[src/rtl/damage_accumulator.sv]
// Per-frame damage accumulator: per-slot and tower saturating sums are latched on tick and presented for one cycle.
// Optional statistics counters (frame_count, missed_ticks) are enabled by defining DMG_STATS_EN.
//
// state | meaning
// ACCUM | accepting damage requests, waiting for tick
// APPLY | latched frame on outputs, applied_valid strobe, requests stalled
module damage_accumulator #(
   parameter int NUM_TARGETS = 16,
   parameter int SEL_W       = 5,
   parameter int IN_W        = 12,
   parameter int DMG_W       = 8
) (
   input  logic                         Clk,
   input  logic                         Reset,
   input  logic                         in_valid,
   output logic                         in_ready,
   input  logic [SEL_W-1:0]             in_sel,
   input  logic [IN_W-1:0]              in_dmg,
   input  logic                         tick,
   output logic [NUM_TARGETS*DMG_W-1:0] applied_dmg,
   output logic [DMG_W-1:0]             tower_dmg,
   output logic                         applied_valid,
   output logic [15:0]                  frame_count,
   output logic [7:0]                   missed_ticks
);

   localparam int ACC_W = NUM_TARGETS * DMG_W;
   localparam logic [0:0] ST_ACCUM = 1'b0;
   localparam logic [0:0] ST_APPLY = 1'b1;
   localparam logic [DMG_W-1:0] DMG_MAX = '1;

   logic [0:0]       state_q, state_d;
   logic [ACC_W-1:0] acc_q, acc_d;
   logic [DMG_W-1:0] tower_acc_q, tower_acc_d;
   logic [ACC_W-1:0] out_q, out_d;
   logic [DMG_W-1:0] tower_out_q, tower_out_d;

   logic             accept;
   logic [DMG_W-1:0] dmg_clamped;
   logic [ACC_W-1:0] acc_n;
   logic [DMG_W-1:0] tower_n;

   function automatic logic [DMG_W-1:0] sat_add(input logic [DMG_W-1:0] a, input logic [DMG_W-1:0] b);
      logic [DMG_W:0] s;
      s = {1'b0, a} + {1'b0, b};
      return s[DMG_W] ? DMG_MAX : s[DMG_W-1:0];
   endfunction

   always_comb begin
      accept      = in_valid && (state_q == ST_ACCUM);
      dmg_clamped = (in_dmg > IN_W'(DMG_MAX)) ? DMG_MAX : in_dmg[DMG_W-1:0];

      // acc_n/tower_n include this cycle's request so a same-cycle tick sees it
      acc_n   = acc_q;
      tower_n = tower_acc_q;
      if (accept) begin
         if (in_sel >= SEL_W'(NUM_TARGETS)) begin
            tower_n = sat_add(tower_acc_q, dmg_clamped);
         end else begin
            for (int k = 0; k < NUM_TARGETS; k++) begin
               if (in_sel == SEL_W'(k)) begin
                  acc_n[k*DMG_W +: DMG_W] = sat_add(acc_q[k*DMG_W +: DMG_W], dmg_clamped);
               end
            end
         end
      end

      state_d     = state_q;
      acc_d       = acc_n;
      tower_acc_d = tower_n;
      out_d       = '0;
      tower_out_d = '0;
      if (state_q == ST_ACCUM) begin
         if (tick) begin
            out_d       = acc_n;
            tower_out_d = tower_n;
            acc_d       = '0;
            tower_acc_d = '0;
            state_d     = ST_APPLY;
         end
      end else begin
         state_d = ST_ACCUM;
      end
   end

   always_ff @(posedge Clk or posedge Reset) begin
      if (Reset) begin
         state_q     <= ST_ACCUM;
         acc_q       <= '0;
         tower_acc_q <= '0;
         out_q       <= '0;
         tower_out_q <= '0;
      end else begin
         state_q     <= state_d;
         acc_q       <= acc_d;
         tower_acc_q <= tower_acc_d;
         out_q       <= out_d;
         tower_out_q <= tower_out_d;
      end
   end

   assign in_ready      = (state_q == ST_ACCUM);
   assign applied_valid = (state_q == ST_APPLY);
   assign applied_dmg   = out_q;
   assign tower_dmg     = tower_out_q;

`ifdef DMG_STATS_EN
   logic [15:0] frame_q, frame_d;
   logic [7:0]  missed_q, missed_d;

   always_comb begin
      frame_d  = frame_q;
      missed_d = missed_q;
      if (state_q == ST_APPLY) begin
         frame_d = frame_q + 16'd1;
         if (tick && (missed_q != 8'hFF)) begin
            missed_d = missed_q + 8'd1;
         end
      end
   end

   always_ff @(posedge Clk or posedge Reset) begin
      if (Reset) begin
         frame_q  <= '0;
         missed_q <= '0;
      end else begin
         frame_q  <= frame_d;
         missed_q <= missed_d;
      end
   end

   assign frame_count  = frame_q;
   assign missed_ticks = missed_q;
`else
   assign frame_count  = '0;
   assign missed_ticks = '0;
`endif

endmodule

[config.mk]
export PLATFORM = sky130hd
export DESIGN_NAME = damage_accumulator
export DESIGN_NICKNAME = d
export VERILOG_FILES = /design/src/rtl/damage_accumulator.sv
export SDC_FILE = /design/constraint.sdc
export NUM_CORES = 1
export LEC_CHECK = 0
export ABC_AREA = 1
export CAP_MARGIN = 30
export CORE_MARGIN = 2
export CORE_UTILIZATION = 55
export CTS_CLUSTER_SIZE = 24
export DETAILED_ROUTE_END_ITERATION = 10
export PLACE_DENSITY_LB_ADDON = 0.05
export SKIP_CTS_REPAIR_TIMING = 1
export SLEW_MARGIN = 20
export SYNTH_ARGS = -nofsm -noshare
export SYNTH_HDL_FRONTEND = slang
export SYNTH_SLANG_ARGS = --single-unit
[constraint.sdc]
create_clock -name Clk -period 24.8 [get_ports Clk]
set_clock_uncertainty 0.15 [all_clocks]
set_input_delay 3.72 -clock Clk [delete_from_list [all_inputs] [get_ports Clk]]
set_output_delay 3.72 -clock Clk [all_outputs]
set_load 0.05 [all_outputs]
Word-level counts from Yosys, hierarchy flattened. Index checks and enable logic that the tools add are counted.

Register bits after elaboration: 273. Input port bits: 21. Logic and storage cells: 90. Output and inout bits: 162.

Add/subtract/negate cells: 17. Bitwise gates (word level): 1. Reductions and logical operators: 2. Mux-type cells: 48. Order comparisons: 2. Eq/ne operators: 15.

Operators with widths (count): 2-to-1 mux 128 bit (6); 2-to-1 mux 8 bit (40); adder 8 x 8 -> 9 bit (17); equality test 5 x 4 -> 1 bit (second input constant) (8); equality test 5 x 3 -> 1 bit (second input constant) (4); > comparator 12 x 8 -> 1 bit (second input constant) (1); equality test 5 x 2 -> 1 bit (second input constant) (2); equality test 5 x 1 -> 1 bit (second input constant) (1); >= comparator 5 bit (second input constant) (1); logical NOT 5 bit (1); 2-to-1 mux 1 bit (2); logical AND 1 bit (1); NOT 1 bit (1).

Logic depth before layout (Yosys ltp). Gate-level depths: netlist (run 1).

Depth after elaboration: 9. Gate-level depth with buffers: 15. Mapped depth without buffers: 15.

Least setup slack after synthesis (run 1). OpenSTA, ideal clock, no wires.

Kind: input to register. From: in in_dmg[11]. To: reg tower_acc_q[7]. Data required time: 24.533 ns. Data arrival time: 6.665 ns. Setup slack: 17.868 ns. Stages: 14. Setup time: 0.117 ns. Path buffers: 0. Path through: nor4_1 -> inv_1 -> nor2_1 -> inv_1 -> ha_1 -> nand2_1 -> nand2_1 -> nand3_1 -> nand3_1 -> nand2_1 -> inv_1 -> nand2_1 -> nand3_1 -> nand2_1.

Word-level cells in the longest chain between the ends: 8.

RTL lines: start: declaration (line 18) `input logic [IN_W-1:0] in_dmg,`; > comparator 12 x 8 -> 1 bit (*) (line 51) `dmg_clamped = (in_dmg > IN_W'(DMG_MAX)) ? DMG_MAX : in_dmg[DMG_W-1:0];`; 2-to-1 mux 8 bit (*) (line 51); adder 8 x 8 -> 9 bit (*) (line 45) `s = {1'b0, a} + {1'b0, b};`; 2-to-1 mux 8 bit (*) (line 46) `return s[DMG_W] ? DMG_MAX : s[DMG_W-1:0];`; 2-to-1 mux 8 bit (*) (line 57) `if (in_sel >= SEL_W'(NUM_TARGETS)) begin`; 2-to-1 mux 8 bit (*) (line 56) `if (accept) begin`; 2-to-1 mux 8 bit (line 74) `if (tick) begin`; 2-to-1 mux 8 bit (*) (line 73) `if (state_q == ST_ACCUM) begin`; named net tower_acc_d[7] (line 34) `logic [DMG_W-1:0] tower_acc_q, tower_acc_d;`; end signal: assignment (line 96) `tower_acc_q <= tower_acc_d;`; end: declaration (line 34).

Mark *: on every way through the listed nets, which the timed path passes. The rest lies on a longest branch.

Worst setup path in the final report (run 1).
From: in in_dmg[11]. To: reg tower_out_q[2], in the netlist tower_dmg[2].

Word-level cells in the longest chain between the ends: 8.

RTL lines: > comparator 12 x 8 -> 1 bit (line 51); 2-to-1 mux 8 bit (line 51); adder 8 x 8 -> 9 bit (line 45); 2-to-1 mux 8 bit (line 46); 2-to-1 mux 8 bit (line 57); 2-to-1 mux 8 bit (line 56); 2-to-1 mux 8 bit (line 74); 2-to-1 mux 8 bit (line 73); named net tower_out_d[2] (line 36) `logic [DMG_W-1:0] tower_out_q, tower_out_d;`; end signal: assignment (line 98) `tower_out_q <= tower_out_d;`; end: declaration (line 36).

The timed path passes the listed nets, and every way through them passes these cells.

==> run metrics, run 1 <==
worst reg2reg setup slack=21.65 ns; nets=2376; final WL=41100 um; Arrival @ worst endpoint=7.01 ns; final worst slack=18.05 ns; Pwr Density=55.2 nW/um^2; clk_lat worst skew=0.56 ns; Crit path top cell by count=inv_1; Final Max Slew Viols=0; Critical Path Sink Type=flop; Vert. Die Dim=176 um; Place WS=17.20 ns; Post-Syn Area=16200 um^2; RSZ-0062 raised after global routing=no; Final Util=66.7%; DRC Markers=0; width of the die=176 um; HPWL Detailed=27100 um; Rel. slew slack=37.0%; minimum clock period=6.75 ns; IO Count=183; Max H-tree Level=1; largest net degree at the start of global routing=130; Synthesis Warnings=0; commonest non-fill, non-tap cell in the layout=nand2_1; CP Max Fanout=17; endpoints failing hold=0; GR peak layer=met2; cells on worst reg2reg path=5; clk sinks=273; drt initial violations=782; Placed Cells=2547; Slowest Stage Delay on Critical Path=0.61 ns; Max Root-Sink Buffers=3; sequential share of the synthesized area=42.0%; Worst Setup EP=tower_dmg[2]; Critical Path Stages=14; Critical Path Source Type=primary input; Min-Delay Path Class=flop to flop; Reg2Reg Capture Point=acc_q[24]; CP top delay family=simple AND/OR/NAND/NOR gates; Crit path required time=25.05 ns; Leak=10.8 nW; PortBufs=158; antenna violations before repair=0; Post-DP Area=18100 um^2; routed len/inst=15.8 um; met2 Use GR=44.5%; Starting Density=56.3%; core region area=28900 um^2; die footprint=30900 um^2; critical path's slowest cell=or2_2; outcome=complete, no violations; worst setup path start=in_dmg[11]; most frequent cells in the layout=nand2_1, nor2_1, dfrtp_1, inv_1, nand3_1; final setup vio count=0; Setup TNS=0 ns; CP Cell Sequence=clkdlybuf4s50_1 > nor4_1 > inv_1 > or2_2 > ha_1 > inv_1 > fa_1 > inv_1 > nand3_1 > nand2_1 > a21oi_1 > nand3_1 > o21ai_0 > nor2_1; clk slew on worst S/H paths=0.06 ns; Cell variety after synth=37; flops & latches, synth=273; gpl congestion=0.893; gr usage total=27.0%; Area growth syn-to-layout=18.5%; filler cell count=2468; CTS tree=yes; n_diodes=0; Crit Path Category=primary input to flop; IR drop worst, VDD=0.0000535 V; final period utilization=27.2%; GR Util met3=2.81%; antenna viol nets, final=0; Hold Slack=0.364 ns; Worst-Margin Slew=0.945 ns; average size of a mapped cell=7.99 um^2; DR vias/cell=5.28; Finished Layout Cells=2608; share of cells above drive strength 1=6.16%; Synth Instances=2034; Max Cap Viol=0; Worst Path Buf+Inv=4; GR Util met1=37.9%; fin area=19200 um^2; total global routing overflow=0; first-pass GRT wire length=67300 um; CTS root buffer=clkbuf_16; iteration count of the initial detailed-routing pass=7; DR vias=13800; worst r2r src=applied_valid; FMAX=0.148 GHz; vias in the first global route=13500; total power=1.06 mW; number of buffers created by CTS=31; Cell Rows=62
where the power goes:
part           internal (mW)  switching (mW)  leakage (nW)
clock network          0.260           0.185         0.501
logic                 0.0500           0.109          6.46
registers              0.454         0.00533          3.79
total                  0.764           0.299          10.8
kinds of logic after synthesis:
family,count (synthesis),synth area share [%]
adder cells (fa/ha/maj),155,12.7
AND/OR/NAND/NOR,1058,27.8
AO/OA/AOI/OAI,195,6.96
other,1,0.0231
XOR/XNOR,50,2.70
buffers and inverters,302,7.74
flip-flops,273,42.0
state kept, by name, summed over array words and instances (netlist names):
name           cells
acc_q            128
applied_dmg      128
tower_acc_q        8
tower_dmg          8
applied_valid      1
worst min-delay path by stage:
stage                   start        endpoint  slack (ns)  cells past startpoint
6_report       tower_acc_q[5]  tower_acc_q[5]        0.36                      2
5_1_grt        tower_acc_q[7]  tower_acc_q[7]        0.39                      2
4_1_cts        tower_acc_q[5]  tower_acc_q[5]        0.37                      2
3_5_place_dp   tower_acc_q[5]  tower_acc_q[5]        0.35                      2
3_3_place_gp   tower_acc_q[5]  tower_acc_q[5]        0.34                      2
2_1_floorplan  tower_acc_q[5]  tower_acc_q[5]        0.32                      2
cell usage after synthesis, drive strengths merged:
master	count	area, um^2
nand3b	4	30.0
o22ai	20	125
nand2	439	1660
buf	30	229
ha	138	1730
dfrtp	273	6830
or2	47	294
a21o	20	150
nand3	164	836
o211ai	2	15.0
inv	245	927
xnor2	11	96.3
conb	1	3.75
o21ai	76	380
nor3	10	83.8
a21oi	74	438
nor2	350	1340
nor4	1	6.26
fa	17	340
clkbuf	27	101
xor2	39	342
o21bai	3	22.5
nand4	38	238
nand2b	5	31.3
worst reg2reg max path, stage by stage, from the launching register on:
cell and delay, ns:
dfrtp_1 0.55, inv_6 0.18, nand2_4 0.40, inv_4 0.76, buf_4 0.74, nor2_1 0.22
routing by layer:
metal / vias to the layer above / wire, um
met5: - / 0
met4: 0 / 1220
met3: 69 / 1750
met2: 348 / 18800
met1: 6550 / 19300
li1: 6801 / -
cell type report:
cell class,instances,area (um^2),share of cell area [%]
flip-flops and latches,273,6830,35.5
inverters,245,937,4.87
well taps,384,480,2.50
clock buffers,44,895,4.65
clock inverters,13,93.8,0.488
repair buffers,167,1750,9.09
multi-input cells,1482,8260,42.9
No activity file was read; power rests on OpenSTA's default activity.
==> run 2, diff against run 1 <==
--- a/config.mk
+++ b/config.mk
@@ -8,7 +8,7 @@
 export ABC_AREA = 1
 export CAP_MARGIN = 30
 export CORE_MARGIN = 2
-export CORE_UTILIZATION = 55
+export CORE_UTILIZATION = 52
 export CTS_CLUSTER_SIZE = 24
 export DETAILED_ROUTE_END_ITERATION = 10
 export PLACE_DENSITY_LB_ADDON = 0.05
==> constraint.sdc (replaced) <==
create_clock -name Clk -period 5.45 [get_ports Clk]
set_clock_uncertainty 0.15 [all_clocks]
set_input_delay 0.8175 -clock Clk [delete_from_list [all_inputs] [get_ports Clk]]
set_output_delay 0.8175 -clock Clk [all_outputs]
set_load 0.05 [all_outputs]
==> run 2 against run 1 <==
  * Cell count rose by 0.23%
  * Via count down 0.39%
  * Register-to-register slack got worse by 19 ns
  * Critical path depth unchanged
  * Sequential cell count unchanged
  * Hold slack better by 0.013 ns
  * First-iteration DRC count grew 2.0%
  * Count of clock-buffer cells in the layout fell by 7
  * Clock power increased to 5.1 times the previous value
  * Utilization fell by 3.8 points
  * Global-route usage shrank 1.8 points
  * Critical path type unchanged
  * Critical endpoint is now tower_acc_q[2]
  * Highest routed layer is now met5
==> run metrics, run 2 (synthesized netlist as in run 1, its figures left out) <==
outcome=complete, no violations; Crit Path Category=primary input to flop; largest net degree at the start of global routing=149 (+15%); final setup vio count=0 (unchanged); CTS tree=yes; most frequent cells in the layout=nand2_1, nor2_1, dfrtp_1, inv_1, nand3_1; Area growth syn-to-layout=18.7%; clk slew on worst S/H paths=0.07 ns (about the same); Arrival @ worst endpoint=4.12 ns (-2.89 ns); Leak=10.7 nW (-0.14%); IR drop worst, VDD=0.000207 V (+290%); register share of total power=41.3% (-1.9 points); Worst-Margin Slew=0.873 ns (-0.0724 ns); antenna viol nets, final=0 (unchanged); die footprint=32700 um^2 (+5.6%); HPWL Detailed=26800 um (-1.1%); PortBufs=158 (unchanged); DR vias=13700 (-0.39%); endpoints failing hold=0 (unchanged); Psw=1.39 mW (+370%); drt initial violations=798 (+2.0%); vias in the first global route=13600 (+0.60%); gr usage total=25.2% (-1.8 points); n_diodes=0 (unchanged); Critical Path Sink Type=flop; Crit path required time=5.75 ns (-19.30 ns); width of the die=181 um (+2.8%); minimum clock period=3.81 ns; Rel. slew slack=41.8% (+4.8 points); iteration count of the initial detailed-routing pass=6 (-1); internal power=3.67 mW (+380%); Max Cap Viol=0 (unchanged); clk_lat worst skew=0.57 ns (about the same); clk sinks=273 (unchanged); Max H-tree Level=1 (unchanged); Combinational Power Share=14.1% (-0.8 points); Max Root-Sink Buffers=3 (unchanged); commonest non-fill, non-tap cell in the layout=nand2_1; CP Cell Sequence=clkdlybuf4s50_1 > nor4_1 > inv_1 > or2_2 > ha_1 > inv_1 > fa_1 > inv_1 > nand3_1 > nand2_1 > a21oi_1 > nand3_1 > o211ai_1 > nand2_1; core region area=30700 um^2 (+6.3%); FMAX=0.262 GHz; Cell Rows=64 (+3.2%); total global routing overflow=0 (unchanged); Slowest Stage Delay on Critical Path=0.60 ns (about the same); CP top delay family=simple AND/OR/NAND/NOR gates; antenna violations before repair=1 (+1); Min-Delay Path Class=flop to flop; Final Max Slew Viols=0 (unchanged); RSZ-0062 raised after global routing=no; Placed Cells=2560 (+0.51%); Starting Density=53.0% (-3.3 points); DR vias/cell=5.25 (-0.62%); CTS root buffer=clkbuf_16; final period utilization=70.0%; Finished Layout Cells=2614 (+0.23%); switching share of power=27.5% (-0.59 points); first-pass GRT wire length=67500 um (+0.26%); clock power share=44.5% (+2.7 points); share of cells above drive strength 1=6.09% (-0.074 points); Critical Path Source Type=primary input; DRC Markers=0 (unchanged); CP Max Fanout=17 (unchanged); Setup TNS=0 ns (unchanged); IO Count=183 (unchanged); Pwr Density=262 nW/um^2 (+380%); Vert. Die Dim=181 um (+2.8%); gpl congestion=0.896 (+0.40%); Worst Path Buf+Inv=4 (unchanged); nets=2372 (-0.17%); routed len/inst=15.5 um (-1.5%); number of buffers created by CTS=30 (-3.2%); Crit path top cell by count=inv_1; final WL=40600 um (-1.2%); critical path's slowest cell=or2_2
run 2: final cells by class:
cell class,instances,area [um^2]
flip-flops and latches,273,6830
clock inverters,17,258
fillers,2710,11400
repair buffers,164,1660
multi-input cells,1482,8260
inverters,245,933
clock buffers,37,838
well taps,396,495
run 2: per-layer routing:
layer | wire (um) | global-route usage [%]
met5 | 8 | 0
met4 | 971 | 6.10
met3 | 2040 | 4.05
met2 | 18600 | 41.3
met1 | 19000 | 35.1
run 2: final timing paths:
| check | start | depth (start not counted) | end | slack [ns] |
|---|---|---|---|---|
| worst max-delay path | in_dmg[11] | 14 | tower_acc_q[2] | 1.64 |
| worst min-delay path | tower_acc_q[7] | 2 | tower_acc_q[7] | 0.38 |
| worst max register to register | applied_valid | 5 | acc_q[37] | 2.74 |
| worst min register to register | tower_acc_q[7] | 2 | tower_acc_q[7] | 0.38 |
| max in group asynchronous | Reset | 3 | applied_dmg[82] | 3.79 |
| min in group asynchronous | Reset | 3 | applied_dmg[20] | 0.65 |
run 2: power groups by stage:
stage	clock, mW	combinational, mW	sequential, mW
floorplan	0	0.509	2.18
global placement	0	0.702	2.13
detailed placement	0	0.714	2.13
CTS	2.29	0.717	2.09
global route	2.37	0.805	2.10
finish	2.25	0.715	2.09
run 2: through the flow:
step | hold slack, ns | power [mW] | utilization [%] | cell area [um^2] | setup slack [ns]
floorplan | 0.320 | 2.68 | - | 16300 | 0.873
detailed placement | 0.358 | 2.84 | 59.3 | 18200 | 1.07
global route | 0.415 | 5.27 | 62.9 | 19300 | 1.35
global placement | 0.346 | 2.83 | 59.3 | 18200 | 1.12
CTS | 0.372 | 5.10 | 62.9 | 19300 | 1.66
finish | 0.377 | 5.06 | 62.9 | 19300 | 1.64
run 2: tightest hold or removal path: stages, from the launching register on:
cell and delay (ns):
dfrtp_1 0.37, nand2_1 0.06, nand2_1 0.06
